File: src/rtl/alarm_pkg.sv
// Shared types, BCD limits and the load-value check for the alarm controller.
package alarm_pkg;

  typedef enum logic [1:0] {
    StDisarmed,
    StArmed,
    StRinging,
    StSnooze
  } alarm_state_e;

  localparam logic [3:0] HH_MAX_T      = 4'd2;
  localparam logic [3:0] HH_MAX_U_AT_2 = 4'd3;
  localparam logic [3:0] MM_MAX_T      = 4'd5;
  localparam logic [3:0] BCD_MAX       = 4'd9;

  // HH:MM in BCD: every digit a decimal digit, hours 00..23, minute tens 0..5.
  function automatic logic alarm_time_valid(input logic [15:0] val);
    logic [3:0] hh_t, hh_u, mm_t, mm_u;
    hh_t = val[15:12];
    hh_u = val[11:8];
    mm_t = val[7:4];
    mm_u = val[3:0];
    return (hh_t <= HH_MAX_T) && (hh_u <= BCD_MAX) && (mm_t <= MM_MAX_T) &&
           (mm_u <= BCD_MAX) && !((hh_t == HH_MAX_T) && (hh_u > HH_MAX_U_AT_2));
  endfunction

endpackage

File: src/rtl/alarm_tone_gen.sv
// Buzzer square-wave divider: toggles every TONE_DIV enabled cycles, clears when disabled.
module alarm_tone_gen #(
  parameter int unsigned TONE_DIV = 25000
) (
  input  logic clk_i,
  input  logic rst_ni,
  input  logic en_i,
  output logic tone_o
);

  localparam int unsigned CntW = (TONE_DIV > 1) ? $clog2(TONE_DIV) : 1;
  localparam logic [CntW-1:0] CntMax = CntW'(TONE_DIV - 1);

  logic [CntW-1:0] cnt_q, cnt_d;
  logic            tone_q, tone_d;

  always_comb begin
    cnt_d  = cnt_q;
    tone_d = tone_q;
    if (!en_i) begin
      cnt_d  = '0;
      tone_d = 1'b0;
    end else if (cnt_q == CntMax) begin
      cnt_d  = '0;
      tone_d = ~tone_q;
    end else begin
      cnt_d = cnt_q + CntW'(1);
    end
  end

  always_ff @(posedge clk_i) begin
    if (!rst_ni) begin
      cnt_q  <= '0;
      tone_q <= 1'b0;
    end else begin
      cnt_q  <= cnt_d;
      tone_q <= tone_d;
    end
  end

  assign tone_o = tone_q;

endmodule

File: src/rtl/alarm_ctrl.sv
// Alarm controller: stores an HH:MM alarm, matches it against the BCD time counter and
// runs the ring / snooze / stop state machine driving the LED and buzzer.
module alarm_ctrl
  import alarm_pkg::*;
#(
  parameter int unsigned TONE_DIV    = 25000,
  parameter int unsigned RING_SECS   = 60,
  parameter int unsigned SNOOZE_SECS = 300
) (
  input  logic        CLOCK_50,
  input  logic        RESET_N,
  input  logic        tick_1s,
  input  logic [3:0]  t_hh_t,
  input  logic [3:0]  t_hh_u,
  input  logic [3:0]  t_mm_t,
  input  logic [3:0]  t_mm_u,
  input  logic [3:0]  t_ss_t,
  input  logic [3:0]  t_ss_u,
  input  logic [15:0] set_val,
  input  logic        set_load,
  input  logic        arm_en,
  input  logic        snooze,
  input  logic        stop,
  output logic [3:0]  alm_hh_t,
  output logic [3:0]  alm_hh_u,
  output logic [3:0]  alm_mm_t,
  output logic [3:0]  alm_mm_u,
  output logic        ringing,
  output logic        alarm_led,
  output logic        buzzer,
  output logic        set_err
);

  localparam int unsigned RingW = $clog2(RING_SECS + 1);
  localparam int unsigned SnzW  = $clog2(SNOOZE_SECS + 1);
  localparam logic [RingW-1:0] RingMax = RingW'(RING_SECS);
  localparam logic [SnzW-1:0]  SnzMax  = SnzW'(SNOOZE_SECS);

  logic             tick_d_q;
  logic [15:0]      alarm_q;
  logic             set_err_q;
  alarm_state_e     state_q;
  logic [RingW-1:0] ring_cnt_q;
  logic [SnzW-1:0]  snz_cnt_q;
  logic             led_q;

  logic             load_ok;
  logic             match;
  logic [RingW-1:0] ring_inc;
  logic [SnzW-1:0]  snz_inc;
  logic             tone;

  assign load_ok  = set_load && alarm_time_valid(set_val);
  // Digits are compared one cycle after the tick so the counter has already advanced.
  assign match    = tick_d_q && ({t_hh_t, t_hh_u, t_mm_t, t_mm_u} == alarm_q) &&
                    (t_ss_t == 4'd0) && (t_ss_u == 4'd0);
  assign ring_inc = ring_cnt_q + RingW'(1);
  assign snz_inc  = snz_cnt_q + SnzW'(1);

  always_ff @(posedge CLOCK_50) begin
    if (!RESET_N) begin
      tick_d_q  <= 1'b0;
      alarm_q   <= '0;
      set_err_q <= 1'b0;
    end else begin
      tick_d_q <= tick_1s;
      if (set_load) begin
        if (load_ok) begin
          alarm_q <= set_val;
        end
        set_err_q <= ~load_ok;
      end
    end
  end

  always_ff @(posedge CLOCK_50) begin
    if (!RESET_N) begin
      state_q    <= StDisarmed;
      ring_cnt_q <= '0;
      snz_cnt_q  <= '0;
      led_q      <= 1'b0;
    end else if (!arm_en) begin
      state_q <= StDisarmed;
      led_q   <= 1'b0;
    end else begin
      case (state_q)
        StDisarmed: begin
          state_q <= StArmed;
        end
        StArmed: begin
          if (match && !load_ok) begin
            state_q    <= StRinging;
            ring_cnt_q <= '0;
            led_q      <= 1'b1;
          end
        end
        StRinging: begin
          if (load_ok || stop) begin
            state_q <= StArmed;
            led_q   <= 1'b0;
          end else if (snooze) begin
            state_q   <= StSnooze;
            snz_cnt_q <= '0;
            led_q     <= 1'b0;
          end else if (tick_d_q) begin
            ring_cnt_q <= ring_inc;
            if (ring_inc == RingMax) begin
              state_q <= StArmed;
              led_q   <= 1'b0;
            end else begin
              led_q <= ~led_q;
            end
          end
        end
        StSnooze: begin
          if (load_ok || stop) begin
            state_q <= StArmed;
          end else if (tick_d_q) begin
            snz_cnt_q <= snz_inc;
            if (snz_inc == SnzMax) begin
              state_q    <= StRinging;
              ring_cnt_q <= '0;
              led_q      <= 1'b1;
            end
          end
        end
        default: begin
          state_q <= StDisarmed;
          led_q   <= 1'b0;
        end
      endcase
    end
  end

  alarm_tone_gen #(
    .TONE_DIV(TONE_DIV)
  ) u_tone_gen (
    .clk_i (CLOCK_50),
    .rst_ni(RESET_N),
    .en_i  (state_q == StRinging),
    .tone_o(tone)
  );

  assign alm_hh_t  = alarm_q[15:12];
  assign alm_hh_u  = alarm_q[11:8];
  assign alm_mm_t  = alarm_q[7:4];
  assign alm_mm_u  = alarm_q[3:0];
  assign ringing   = (state_q == StRinging);
  assign alarm_led = led_q;
  // The divider clears a cycle after RINGING ends; gate so the pin drops with the state.
  assign buzzer    = tone && (state_q == StRinging);
  assign set_err   = set_err_q;

endmodule

File: config.mk
export PLATFORM = sky130hd
export DESIGN_NAME = alarm_ctrl
export DESIGN_NICKNAME = d
export VERILOG_FILES = /design/src/rtl/alarm_pkg.sv /design/src/rtl/alarm_tone_gen.sv /design/src/rtl/alarm_ctrl.sv
export SDC_FILE = /design/constraint.sdc
export NUM_CORES = 1
export LEC_CHECK = 0
export CAP_MARGIN = 15
export CORE_UTILIZATION = 32
export CTS_CLUSTER_SIZE = 10
export DETAILED_ROUTE_END_ITERATION = 10
export PLACE_DENSITY = 0.66
export SLEW_MARGIN = 20
export SYNTH_ARGS = -nofsm -noshare
export SYNTH_HDL_FRONTEND = slang
export SYNTH_SLANG_ARGS = --single-unit
export TNS_END_PERCENT = 1
File: constraint.sdc
create_clock -name CLOCK_50 -period 3.5 [get_ports CLOCK_50]
set_input_delay 1.05 -clock CLOCK_50 [delete_from_list [all_inputs] [get_ports CLOCK_50]]
set_output_delay 1.05 -clock CLOCK_50 [all_outputs]
set_load 0.01 [all_outputs]
==> Yosys cells after proc, flatten, opt, wreduce, memory -nomap -nowiden <==
Cells that the tools add are included.
{ "totals": {"in_bits": 47, "register_bits": 52, "out_inout_bits": 20} }
{ "classes": {"mux": 31, "n_eq_ne": 20, "n_addsub": 3, "order_cmp": 5, "bitwise_logic": 5, "reduce_logical": 27} }
{ "op_table": {"columns": ["cell", "count"], "rows": [
  ["two-way mux 6 bit", 7],
  ["two-way mux 9 bit", 4],
  ["one-hot mux 6 bit (3 select lines)", 1],
  ["one-hot mux 9 bit (2 select lines)", 1],
  ["== test 16 bit", 1],
  ["two-way mux 2 bit", 8],
  ["!= test 2 bit (second input constant)", 8],
  ["adder 15 x 1 -> 15 bit (second input constant)", 1],
  ["== test 15 bit (second input constant)", 1],
  ["AND reduction 6 bit", 2],
  ["logical AND 1 bit", 11],
  ["adder 9 x 1 -> 9 bit (second input constant)", 1],
  ["== test 9 bit (second input constant)", 1],
  ["AND reduction 9 bit", 1],
  ["less-or-equal comparator 4 bit (second input constant)", 2],
  ["zero test 4 bit", 2],
  ["two-way mux 1 bit", 8],
  ["!= test 4 bit (second input constant)", 2],
  ["one-hot mux 2 bit (4 select lines)", 1],
  ["adder 6 x 1 -> 6 bit (second input constant)", 1],
  ["== test 6 bit (second input constant)", 1],
  ["!= test 3 bit (second input constant)", 2],
  ["AND reduction 2 bit", 3],
  ["NOT 1 bit", 5],
  ["other kinds (14)", 16]
]} }

==> Depth between registers and ports, before layout <==
{ "logic_depth": {"word_depth": 10, "ltp_mapped": 7, "mapped_depth_nobuf": 7} }

==> Hierarchy <==
From an unflattened synthesis, not the netlist that was laid out.
{ "unflattened": {"hier_cells": 310, "area_unflattened_um2": 2567.5} }
{ "modules_own_cells": {"columns": ["module", "n_inst", "area_per_inst_um2", "cells_each"], "rows": [
  ["alarm_ctrl", 1, 1864.3, 233],
  ["alarm_tone_gen", 1, 703.2, 77]
]} }

==> Worst setup path before layout <==
OpenSTA, ideal clock, no wires.
{ "synth_timing": {"path_kind": "input to register", "startpoint": "in t_ss_t[1]", "endpoint": "reg ring_cnt_q[1]", "arrival_time_ns": 2.427, "n_path_buf": 0, "slack_ns": 1.002, "t_required_ns": 3.428, "cell_stages": 6, "cell_sequence": "or4b_1 > nor3_2 > o2111ai_1 > nor4_1 > a211o_2 > mux2i_1"} }
{ "synth_between": {"elab_chain_cells": 6} }
{ "synth_lines": {"columns": ["element", "line", "text"], "rows": [
  ["start: declaration", "alarm_ctrl.sv:17", "input logic [3:0] t_ss_t,"],
  ["zero test 4 bit", "alarm_ctrl.sv:56", "(t_ss_t == 4'd0) && (t_ss_u == 4'd0);"],
  ["logical AND 1 bit", "alarm_ctrl.sv:55", "assign match = tick_d_q && ({t_hh_t, t_hh_u, t_mm_t, t_mm_u} == alarm_q) &&"],
  ["logical AND 1 bit", "alarm_ctrl.sv:56", null],
  ["logical AND 1 bit", "alarm_ctrl.sv:91", "if (match && !load_ok) begin"],
  ["!= test 2 bit (no line)", null, null],
  ["AND reduction 9 bit (no line)", null, null],
  ["end signal: assignment", "alarm_ctrl.sv:106", "ring_cnt_q <= ring_inc;"],
  ["end: declaration", "alarm_ctrl.sv:43", "logic [RingW-1:0] ring_cnt_q;"]
]} }
Every way passes these cells.
A chain may end at the register's enable or synchronous reset.

==> Worst setup path after layout <==
{ "layout_timing": {"startpoint": "reg state_q[0]", "endpoint": "out buzzer"} }
{ "layout_between": {"elab_chain_cells": 2} }
{ "layout_lines": {"columns": ["element", "line", "text"], "rows": [
  ["start: declaration", "alarm_ctrl.sv:42", "alarm_state_e state_q;"],
  ["start signal: assignment", "alarm_ctrl.sv:78", "state_q <= StDisarmed;"],
  ["start signal: assignment", "alarm_ctrl.sv:83", "state_q <= StDisarmed;"],
  ["start signal: assignment", "alarm_ctrl.sv:88", "state_q <= StArmed;"],
  ["== test 2 bit", "alarm_ctrl.sv:151", "assign buzzer = tone && (state_q == StRinging);"],
  ["logical AND 1 bit", "alarm_ctrl.sv:151", null],
  ["end: declaration", "alarm_ctrl.sv:30", "output logic buzzer,"]
]} }
Every way passes these cells.

==> reports/summary.txt <==
Initial antenna violation count = 0
Comb pwr share = 0.091
Gpl congestion = 0.861
Clock sink count = 52
Top FF cell, synth = dfxtp_1
CTS tree = built
HP Class = flop to flop
Cts hold-fix bufs = 0
Cell Pwr Density = 314 mW/mm2
Worst Tran Pin Value = 536 ps
Top Ports = 67
Number of diodes = 0
Largest cells by area after synthesis = dfxtp_1, xor2_1, nand2_1, nor2_1, a21oi_1
DRT Pass-1 Iters = 4
Share of layout cells above drive strength 1 = 0.0566
CTS Buf Count = 5
Post-synth ARST share = 0
Switching fraction of total power = 0.217
Setup WS post-layout = 516 ps
Worst endpoint required time = 2450 ps
DRT antenna net count = 0
Total grt overflow = 0
Worst-Skew Late Latency = 300 ps
WL/cell = 13.3 um
Via density = 5.10
Chip height = 92.6 um
Syn avg cell area = 8.25 um2
Most frequent cells after synthesis = dfxtp_1, nand2_1, nor2_1
Most frequent cell after synthesis = dfxtp_1
Iter 0 DRT Violations = 112
Worst Skew = 6.89 ps
Setup violations, final = 0
CTS root buffer = clkbuf_8
Synth Instances = 318
Die area = 0.00857 mm2
CTS max path bufs = 2
# resized after CTS = 0
Port Buffer Count = 66
Met2 WL = 3180 um
Post-synth EDFFs = 0
Area share of the leading cell type in the synthesized netlist = 0.397
Die width = 92.6 um
P_sw = 240 uW
Synth Warn # = 0
# Post-CTS Setup Buffers = 0
Pre-CTS setup slack = 265 ps
Data arrival time of the critical path = 1930 ps
Seq cells post-synth = 52
Largest net degree at the start of global routing = 19
First-pass GRT wire length = 11,000 um
RSZ-0062 raised after global routing = no
Layout area overhead = 34.6%
Crit. End Element = primary output
Top sig layer = met4
Share of power burned in registers = 0.540
Wire length on met1 = 3030 um
Max FO, Critical Path = 11
Clock power share = 0.370
Syn Nets = 369
Hold Vio Cnt, Final = 0
Max-cap violation count = 0
Int Pwr = 869 uW
WL final = 6540 um
Sequential area share after synthesis = 0.397
Rel. slew slack = 0.642
Remaining DRCs = 0
Slew Limit Fails = 0
Vias in the first global route = 2,360
Vias after detailed routing = 2,506
Post-DP HPWL = 4980 um
VDD IR-drop max = 0.196 mV
Critical path class = flop to primary output
GRT Util Overall = 0.160
Tot Pwr = 1.11 mW
Clk pin slew, worst setup/hold paths = 100 ps
FILL cells = 808
Initial core utilization = 0.334
Design area = 0.00353 mm2
Yosys top cell by area = dfxtp_1
Wire length on met3 = 298 um
Final Instance Count excl. Fillers = 491
Placed instance count = 483
Row count = 32
Final worst-path cycle share = 0.852
Peak Freq = 0.335 GHz
P_leak = 1.24 nW
H-tree depth = 2
Synth unique cells = 54
Nets = 439
Status = complete, no violations
Post-synthesis instance area = 0.00262 mm2
Post-DP Area = 0.00342 mm2
Startpoint Class = flop
Setup TNS = 0 ps
Core area = 0.00785 mm2
Tmin final = 2980 ps
[metrics by stage]
| step | util | hold slack, ps |
|---|---|---|
| 4_1_cts | 0.450 | 470 |
| 3_5_place_dp | 0.436 | 453 |
| 2_1_floorplan | - | 430 |
| 5_1_grt | 0.450 | 514 |
| 6_report | 0.450 | 472 |
| 3_3_place_gp | 0.436 | 443 |
[flip-flops by register name (all words and copies together) (netlist names)]
signal / flops
u_tone_gen.cnt_q: 15
ring_cnt_q: 6
tick_d_q: 1
u_tone_gen.tone_o: 1
state_q: 2
alarm_q: 16
set_err: 1
snz_cnt_q: 9
alarm_led: 1
[worst paths after layout]
| path | slack, ps | from | end | cells past startpoint |
|---|---|---|---|---|
| min reg2reg | 470 | u_tone_gen.cnt_q[0] | u_tone_gen.cnt_q[0] | 1 |
| max reg2reg | 1320 | tick_d_q | ring_cnt_q[1] | 6 |
| max | 520 | state_q[0] | buzzer | 4 |
| min | 470 | u_tone_gen.cnt_q[0] | u_tone_gen.cnt_q[0] | 1 |
[layout make-up]
type / count / area, um2 / share of cell area
clock inverter: 3 / 42.5 / 0.0120
timing repair buffer: 72 / 706 / 0.200
multi-input combinational: 250 / 1520 / 0.430
tap: 102 / 128 / 0.0361
clock buffer: 5 / 68.8 / 0.0195
sequential: 52 / 1040 / 0.295
inverter: 7 / 26.3 / 0.00744
[layout by cell type, fill, tap and decap left out, drive strengths merged, types with 6 or more instances in the layout]
cell           Yosys  layout
nor4              12      12
and3               9       9
nand2             45      45
xnor2              8       8
nor3              12      12
buf                2       6
nand2b             6       6
nand3             20      20
clkdlybuf4s50      0      66
inv                6       6
dfxtp             52      52
xor2              25      25
a21oi             21      21
nor2              30      30
[logic make-up after synthesis]
logic type | after synthesis | share of synthesized area
simple gates | 156 | 0.304
compound gates | 56 | 0.142
flops | 52 | 0.397
xor+xnor | 33 | 0.110
buf+inv | 16 | 0.0238
fa+ha+maj | 4 | 0.0191
mux | 1 | 0.00382
[worst max-delay path, stage by stage, from the launching register on]
cell,delay [ps]
dfxtp_1,530
nand2b_1,300
inv_1,150
and2_1,190
clkdlybuf4s50_1,470
[power by group through the flow]
stage	Clock [mW]	Sequential [mW]	Combinational, mW
floorplan	0	0.611	0.0295
global route	0.448	0.599	0.109
detailed placement	0	0.612	0.101
global placement	0	0.612	0.100
CTS	0.421	0.598	0.101
finish	0.410	0.599	0.101
[per-layer routing]
layer,vias to the layer above,track usage
met5,-,0
met4,0,0.0247
met3,2,0.0312
met2,60,0.277
met1,1172,0.210
li1,1272,-
Power figures use the tool's default switching activity.
